==> src/rtl/led_pkg.sv <==
// Shared widths and FSM encoding for the LED blink scheduler.
package led_pkg;

  localparam int unsigned PAT_W  = 32;
  localparam int unsigned REP_W  = 4;
  localparam int unsigned BIDX_W = 5;

  typedef enum logic {
    IDLE = 1'b0,
    PLAY = 1'b1
  } state_e;

endpackage

==> src/rtl/rr_arbiter.sv <==
// Combinational round-robin arbiter: search starts one past the last winner.
module rr_arbiter #(
  parameter int unsigned N     = 3,
  parameter int unsigned IDX_W = (N > 1) ? $clog2(N) : 1
) (
  input  logic [N-1:0]     req,
  input  logic [IDX_W-1:0] ptr,
  output logic [N-1:0]     gnt,
  output logic             valid
);

  int unsigned       idx;
  logic [IDX_W-1:0]  sel;

  always_comb begin
    gnt   = '0;
    valid = 1'b0;
    idx   = 0;
    sel   = '0;
    for (int unsigned i = 0; i < N; i++) begin
      idx = (32'(ptr) + 32'd1 + i) % N;
      sel = idx[IDX_W-1:0];
      if (!valid && req[sel]) begin
        gnt[sel] = 1'b1;
        valid    = 1'b1;
      end
    end
  end

endmodule

==> src/rtl/led_scheduler.sv <==
// Shares one board LED among NREQ requesters; each grant plays a captured
// 32-bit pattern LSB first, one bit per DIV cycles, repeated reps+1 times.
module led_scheduler
  import led_pkg::*;
#(
  parameter int unsigned NREQ = 3,
  parameter int unsigned DIV  = 2097152
) (
  input  logic                  CLK,
  input  logic                  RST,
  input  logic [NREQ-1:0]       req,
  input  logic [NREQ*PAT_W-1:0] pat,
  input  logic [NREQ*REP_W-1:0] reps,
  input  logic                  abort,
  output logic [NREQ-1:0]       grant,
  output logic [NREQ-1:0]       done,
  output logic                  busy,
  output logic                  LED
);

  localparam int unsigned IDX_W = (NREQ > 1) ? $clog2(NREQ) : 1;
  localparam int unsigned CNT_W = (DIV > 1) ? $clog2(DIV) : 1;
  localparam logic [CNT_W-1:0]  CNT_MAX  = CNT_W'(DIV - 1);
  localparam logic [BIDX_W-1:0] BIDX_MAX = '1;
  localparam logic [IDX_W-1:0]  PTR_RST  = IDX_W'(NREQ - 1);

  state_e              state_q, state_d;
  logic [CNT_W-1:0]    cnt_q, cnt_d;
  logic [BIDX_W-1:0]   bidx_q, bidx_d;
  logic [REP_W-1:0]    rep_q, rep_d;
  logic [PAT_W-1:0]    pat_q, pat_d;
  logic [IDX_W-1:0]    owner_q, owner_d;
  logic [IDX_W-1:0]    last_q, last_d;
  logic [NREQ-1:0]     grant_q, grant_d;
  logic [NREQ-1:0]     done_q, done_d;

  logic [NREQ-1:0]     arb_gnt;
  logic                arb_valid;
  logic                tick;

  rr_arbiter #(
    .N     (NREQ),
    .IDX_W (IDX_W)
  ) u_arb (
    .req   (req),
    .ptr   (last_q),
    .gnt   (arb_gnt),
    .valid (arb_valid)
  );

  assign tick = (cnt_q == CNT_MAX);

  always_comb begin
    state_d = state_q;
    cnt_d   = cnt_q;
    bidx_d  = bidx_q;
    rep_d   = rep_q;
    pat_d   = pat_q;
    owner_d = owner_q;
    last_d  = last_q;
    grant_d = '0;
    done_d  = '0;
    unique case (state_q)
      IDLE: begin
        cnt_d  = '0;
        bidx_d = '0;
        // The done cycle is a forced idle gap: no arbitration while done pulses.
        if (arb_valid && (done_q == '0)) begin
          state_d = PLAY;
          grant_d = arb_gnt;
          for (int unsigned i = 0; i < NREQ; i++) begin
            if (arb_gnt[i]) begin
              pat_d   = pat[i*PAT_W +: PAT_W];
              rep_d   = reps[i*REP_W +: REP_W];
              owner_d = IDX_W'(i);
              last_d  = IDX_W'(i);
            end
          end
        end
      end
      PLAY: begin
        if (abort) begin
          state_d = IDLE;
          cnt_d   = '0;
          bidx_d  = '0;
        end else if (tick) begin
          cnt_d = '0;
          if (bidx_q != BIDX_MAX) begin
            bidx_d = bidx_q + 1'b1;
          end else if (rep_q != '0) begin
            rep_d  = rep_q - 1'b1;
            bidx_d = '0;
          end else begin
            state_d = IDLE;
            bidx_d  = '0;
            for (int unsigned i = 0; i < NREQ; i++) begin
              done_d[i] = (owner_q == IDX_W'(i));
            end
          end
        end else begin
          cnt_d = cnt_q + 1'b1;
        end
      end
      default: state_d = IDLE;
    endcase
  end

  always_ff @(posedge CLK) begin
    if (RST) begin
      state_q <= IDLE;
      cnt_q   <= '0;
      bidx_q  <= '0;
      rep_q   <= '0;
      pat_q   <= '0;
      owner_q <= '0;
      last_q  <= PTR_RST;
      grant_q <= '0;
      done_q  <= '0;
    end else begin
      state_q <= state_d;
      cnt_q   <= cnt_d;
      bidx_q  <= bidx_d;
      rep_q   <= rep_d;
      pat_q   <= pat_d;
      owner_q <= owner_d;
      last_q  <= last_d;
      grant_q <= grant_d;
      done_q  <= done_d;
    end
  end

  assign grant = grant_q;
  assign done  = done_q;
  assign busy  = (state_q == PLAY);
  assign LED   = (state_q == PLAY) & pat_q[bidx_q];

endmodule

==> config.mk <==
export PLATFORM = sky130hd
export DESIGN_NAME = led_scheduler
export DESIGN_NICKNAME = d
export VERILOG_FILES = /design/src/rtl/led_pkg.sv /design/src/rtl/rr_arbiter.sv /design/src/rtl/led_scheduler.sv
export SDC_FILE = /design/constraint.sdc
export NUM_CORES = 1
export LEC_CHECK = 0
export BUFFER_PORTS_ARGS = -buffer_cell sky130_fd_sc_hd__buf_4
export CORE_ASPECT_RATIO = 1.2
export CORE_MARGIN = 5
export CORE_UTILIZATION = 40
export DETAILED_ROUTE_END_ITERATION = 6
export PLACE_DENSITY = 0.74
export SETUP_SLACK_MARGIN = 0.1
export SLEW_MARGIN = 25
export SYNTH_ARGS = -nofsm -noshare
export SYNTH_HDL_FRONTEND = slang
export SYNTH_SLANG_ARGS = --single-unit
==> constraint.sdc <==
create_clock -name CLK -period 4.55 [get_ports CLK]
set_clock_uncertainty 0.2 [all_clocks]
set_input_delay 0.455 -clock CLK [delete_from_list [all_inputs] [get_ports CLK]]
set_output_delay 0.455 -clock CLK [all_outputs]
set_load 0.02 [all_outputs]
### Yosys cells after proc, flatten, opt, wreduce, memory -nomap -nowiden

Index checks and enable logic that the tools add are counted.

| cells by class | value |
|---|---|
| add/subtract/negate cells | 6 |
| divide/modulo/power cells | 3 |
| magnitude comparators | 7 |
| eq/ne operators | 11 |
| multiplexer cells | 48 |
| bitwise logic cells | 6 |
| reduce and logical (&&, ||, !) cells | 16 |

Operator list:

| kind | count |
|---|---|
| $mod 32x2->32 const B | 3 |
| $mux 32 | 3 |
| $mux 21 | 2 |
| $pmux 21 s2 | 1 |
| $add 32x1->32 const B | 1 |
| $add 32x2->32 const B | 1 |
| $mux 4 | 8 |
| $add 21x1->21 const B | 1 |
| $eq 21x21->1 const B | 1 |
| $mux 1 | 15 |
| $mux 5 | 3 |
| $pmux 5 s2 | 1 |
| $lt 2x3->1 const B | 3 |
| $mux 3 | 3 |
| $pmux 4 s2 | 1 |
| $bmux 1 s2 | 3 |
| $demux 1 s2 | 3 |
| $ge 2x1->1 const B | 3 |
| $logic_and 1x1->1 | 6 |
| $lt 5x6->1 const B | 1 |
| $mux 2 | 3 |
| $ne 2x2->1 const B | 3 |
| $or 3x3->3 | 2 |
| $reduce_and 6->1 | 1 |
| other kinds (21) | 25 |

| word-level totals | value |
|---|---|
| bits in registers | 73 |
| bits of input ports | 114 |
| word-level logic and storage cells | 106 |

### Logic depth before layout (Yosys ltp)

| depth | value |
|---|---|
| word-level depth | 16 |
| depth in mapped cells | 12 |
| mapped depth without buffers | 9 |

### Modules after synthesis

A second synthesis with hierarchy kept.

| unflattened totals | value |
|---|---|
| cell total of the unflattened synthesis | 530 |
| area total of the unflattened synthesis | 4,212.8 um^2 |

By module, submodules not included:

| module | times used | cells an instance | area an instance (um^2) |
|---|---|---|---|
| led_scheduler | 1 | 491 | 3,945.0 |
| rr_arbiter | 1 | 39 | 267.8 |

### Worst setup path after synthesis

OpenSTA, ideal clock, no wires.

| timing | value |
|---|---|
| path kind | register to register |
| start | reg, netlist name owner_q[0] |
| end | reg pat_q[21] |
| setup time | 0.074 ns |
| data arrival time | 2.410 ns |
| required time | 4.276 ns |
| path slack | 1.866 ns |
| stages on the path, launching flop included | 12 |
| buffers on the path | 2 |
| clock period less this slack | 2.684 ns |
| cell sequence | dfxtp_1 > inv_1 > ha_1 > buf_2 > nor2b_1 > nand2_1 > o21ai_0 > mux2_2 > nor3_2 > clkbuf_1 > o21ai_0 > a31oi_1 |

RTL lines:

| item | RTL line | RTL |
|---|---|---|
| to (signal assigned) | led_scheduler.sv:124 | `pat_q <= pat_d;` |
| to (decl) | led_scheduler.sv:31 | `logic [PAT_W-1:0] pat_q, pat_d;` |

### Final worst setup path

| timing | value |
|---|---|
| start | reg bidx_q[0] |
| end | out LED |

| on the way | value |
|---|---|
| word-level cells in the longest chain between the ends | 3 |

RTL lines:

| item | RTL line | RTL |
|---|---|---|
| from (decl) | led_scheduler.sv:29 | `logic [BIDX_W-1:0] bidx_q, bidx_d;` |
| from (signal assigned) | led_scheduler.sv:122 | `bidx_q <= bidx_d;` |
| $bmux 1 s5 | led_scheduler.sv:135 | `assign LED = (state_q == PLAY) & pat_q[bidx_q];` |
| $mux 1 (implied by the code) | led_scheduler.sv:135 |  |
| $and 1x1->1 | led_scheduler.sv:135 |  |
| to (decl) | led_scheduler.sv:18 | `output logic LED` |

No other way between the ends. The select of a mux whose other input is x is not followed.

==> impl_results.md <==
* Core area at 10500 µm²
* P&R area growth vs syn at 29.1%
* Clk pwr share at 0.232
* Hold Path Stages at 3
* Final #Nets at 753
* Hold WC Path Type: primary input to flip-flop
* Hold buffer count at CTS at 0
* Predominant post-synthesis flop cell: dfxtp_1
* Antenna diodes at 0
* Crit path launch type: flip-flop
* Gr ovfl total at 0
* Slew @ Worst Pin at 0.917 ns
* Cell variety after synth at 55
* Initial Util at 0.407
* Leakage at 2.24 nW
* DRC Markers at 0
* Flops & latches, synth at 72
* Slowest cell on the critical path: dfxtp_1
* Routed Antenna Nets at 0
* Pwr dens at 594 nW/µm²
* Maxcap violations at 0
* Net Sw Frac at 0.409
* Post-synth top area share at 0.337
* Layout cells sized above 1 at 0.249
* Seq/Total Area, Yosys at 0.337
* Pre-antenna DRT Iters at 5
* Number of I/O port buffers at 121
* Count leader, synth: dfxtp_1
* Post-Syn Area at 4280 µm²
* Worst hold path endpoint: pat_q[5]
* CTS max path bufs at 2
* Ports at 122
* CP arrival at 2.57 ns
* WS Path Type: flip-flop to output port
* Hold Path Origin: pat[5]
* FMAX at 310 MHz
* Global-route wire length before repair at 19300 µm
* RSZ-0062 raised after global routing: false
* CTS tree: yes
* Num CTS Buffers at 9
* Vias post-DR at 4263
* Sequential share of power at 0.281
* Reg clk slew, reported paths at 0.06 ns
* Largest net degree at the start of global routing at 45
* Crit path max-delay family: flip-flops
* Die Width at 104 µm
* Syn_area_per_cell at 7.98 µm²
* Slew Limit Fails at 0
* Chip Height at 123 µm
* Initial antenna violation count at 0
* Internal power at 1.94 mW
* Final instance area at 5520 µm²
* GPL Wtd Cong at 0.855
* Placed Area at 5200 µm²
* Synthesized net count at 659
* Ys Warns at 0
* Detailed placement HPWL at 8660 µm
* # rows at 41
* Bufs and invs on worst path at 1
* Final setup viols at 0
* Net Sw Power at 1.34 mW
* Mean routed wirelength per cell at 15.3 µm
* Top cells by count, synth: dfxtp_1, o21ai_0, nand2_1
* Final Hold Fails at 0
* Internal reg-to-reg setup slack at 1.42 ns
* Setup crit end kind: output port
* Period minus WS final at 3.22 ns
* Crit-path max cell delay at 0.92 ns
* Most used cell along the critical path: a21oi_1
* Postcts setup bufs at 0
* Fin crit share at 0.708
* Peak supply drop at 0.379 mV
* Slew margin rel. at 0.388
* Via-to-Cell Ratio at 5.59
* CP required at 3.89 ns
* H-tree depth at 3
* Critical R2R Capture: pat_q[29]
* Worst-Skew Late Latency at 0.33 ns
* Comb pwr share at 0.487
* CP cell instances: mux4_2 -> o22ai_1 -> a21oi_1 -> a21oi_1 -> nor2_1 -> buf_4
* Setup TNS at 0 ns
* Die area at 12900 µm²
* Max FO, Critical Path at 17
* EDFF count, synth at 0
* Hold slack at 0.179 ns
* DR iter-0 viols at 224
* Cell depth of the worst flop-to-flop path at 10
* Post-synth top area cell: dfxtp_1
* Clk sinks at 72
* Ys async rst share at 0
* Vias in the first global route at 4155
* Total track usage at 0.178
* Post-detailed-routing wire length at 11600 µm
* Post-cts sizing count at 0
* Worst reg2reg path startpoint: owner_q[0]
* Post-Syn Instances at 536
* Synth top area cells: dfxtp_1, o21ai_0, and3_1
* Outcome: completed
* Root Buffer: clkbuf_16
[per-layer routing]
metal  share of wire  up-vias  track usage
met5               0        -            0
met4           0.025        0       0.0567
met3           0.072       27       0.0454
met2            0.49      158        0.313
met1            0.41     1975        0.212
li1                -     2103            -
[cells by family (layout without fill, tap and decap cells)]
logic type,Yosys count,count (layout),share of synthesized area
AND/OR/NAND/NOR,214,214,0.262
AO/OA/AOI/OAI,146,146,0.217
flip-flops,72,72,0.337
buffers and inverters,53,151,0.0535
XOR/XNOR,21,21,0.0430
multiplexers,21,21,0.0611
adder cells (fa/ha/maj),9,9,0.0263
[cell type report]
type                    instances  area, µm²
flip-flops and latches         72       1440
inverters                      10       37.5
multi-input cells             411       2620
repair buffers                126        946
clock inverters                 4       77.6
well taps                     129        161
fillers                       936       4990
clock buffers                  11        243
[state kept, by name (all words and copies together), names as in the netlist]
register and flops:
grant 3, pat_q 32, bidx_q 5, done 3
cnt_q 21, busy 1, last_q 1, rep_q 4
owner_q 2
[power by group through the flow]
| stage | combinational, mW | sequential, mW | clock, mW |
|---|---|---|---|
| floorplan | 1.22 | 0.907 | 0 |
| global placement | 1.53 | 0.923 | 0 |
| detailed placement | 1.58 | 0.931 | 0 |
| CTS | 1.59 | 0.921 | 0.768 |
| global route | 1.78 | 0.943 | 0.801 |
| finish | 1.59 | 0.922 | 0.761 |
[worst reg2reg max path, stage by stage, from the launching register on]
cell and delay [ns]:
dfxtp_1 0.42, inv_1 0.11, ha_1 0.46, nor2b_1 0.23
o21ai_0 0.35, o32ai_4 0.17, buf_4 0.28, nor3_2 0.19
buf_4 0.31, o21ai_0 0.15, a31oi_1 0.19
[worst max path at each step]
stage | slack (ns) | startpoint | depth (start not counted) | endpoint
after floorplan | 1.87 | owner_q[0] | 11 | pat_q[21]
after global placement | 1.39 | owner_q[0] | 10 | pat_q[8]
after detailed placement | 1.25 | owner_q[0] | 10 | pat_q[8]
after CTS | 1.22 | owner_q[0] | 10 | pat_q[8]
after global routing | 1.17 | bidx_q[0] | 7 | LED
final | 1.33 | bidx_q[0] | 6 | LED
[stage by stage]
| step | std cells | total power [mW] | utilization | worst slack, ns |
|---|---|---|---|---|
| 3_3_place_gp | 748 | 2.45 | 0.494 | 1.39 |
| 5_1_grt | 763 | 3.52 | 0.525 | 1.17 |
| 4_1_cts | 763 | 3.28 | 0.525 | 1.22 |
| 6_report | 763 | 3.28 | 0.525 | 1.33 |
| 2_1_floorplan | 536 | 2.13 | - | 1.87 |
| 3_5_place_dp | 748 | 2.51 | 0.494 | 1.25 |
[layout by cell type (no fill, tap or decap), types with 3 or more instances in the layout]
cell	n
buf_4	126
dfxtp_1	72
o21ai_0	57
nand2_1	54
nor2_1	42
and3_1	36
a31oi_1	35
and2_1	32
xor2_1	17
mux2i_1	16
o21ai_1	15
nand3_1	12
inv_1	10
ha_1	9
clkbuf_16	9
a21oi_1	7
nor3_1	7
nand2b_1	5
nand4_1	5
o221ai_1	4
mux4_2	4
o211ai_1	4
a311oi_1	4
xnor2_1	4
o22ai_1	3
or3_1	3
nor3b_1	3
No activity file was read; power rests on OpenSTA's default activity.
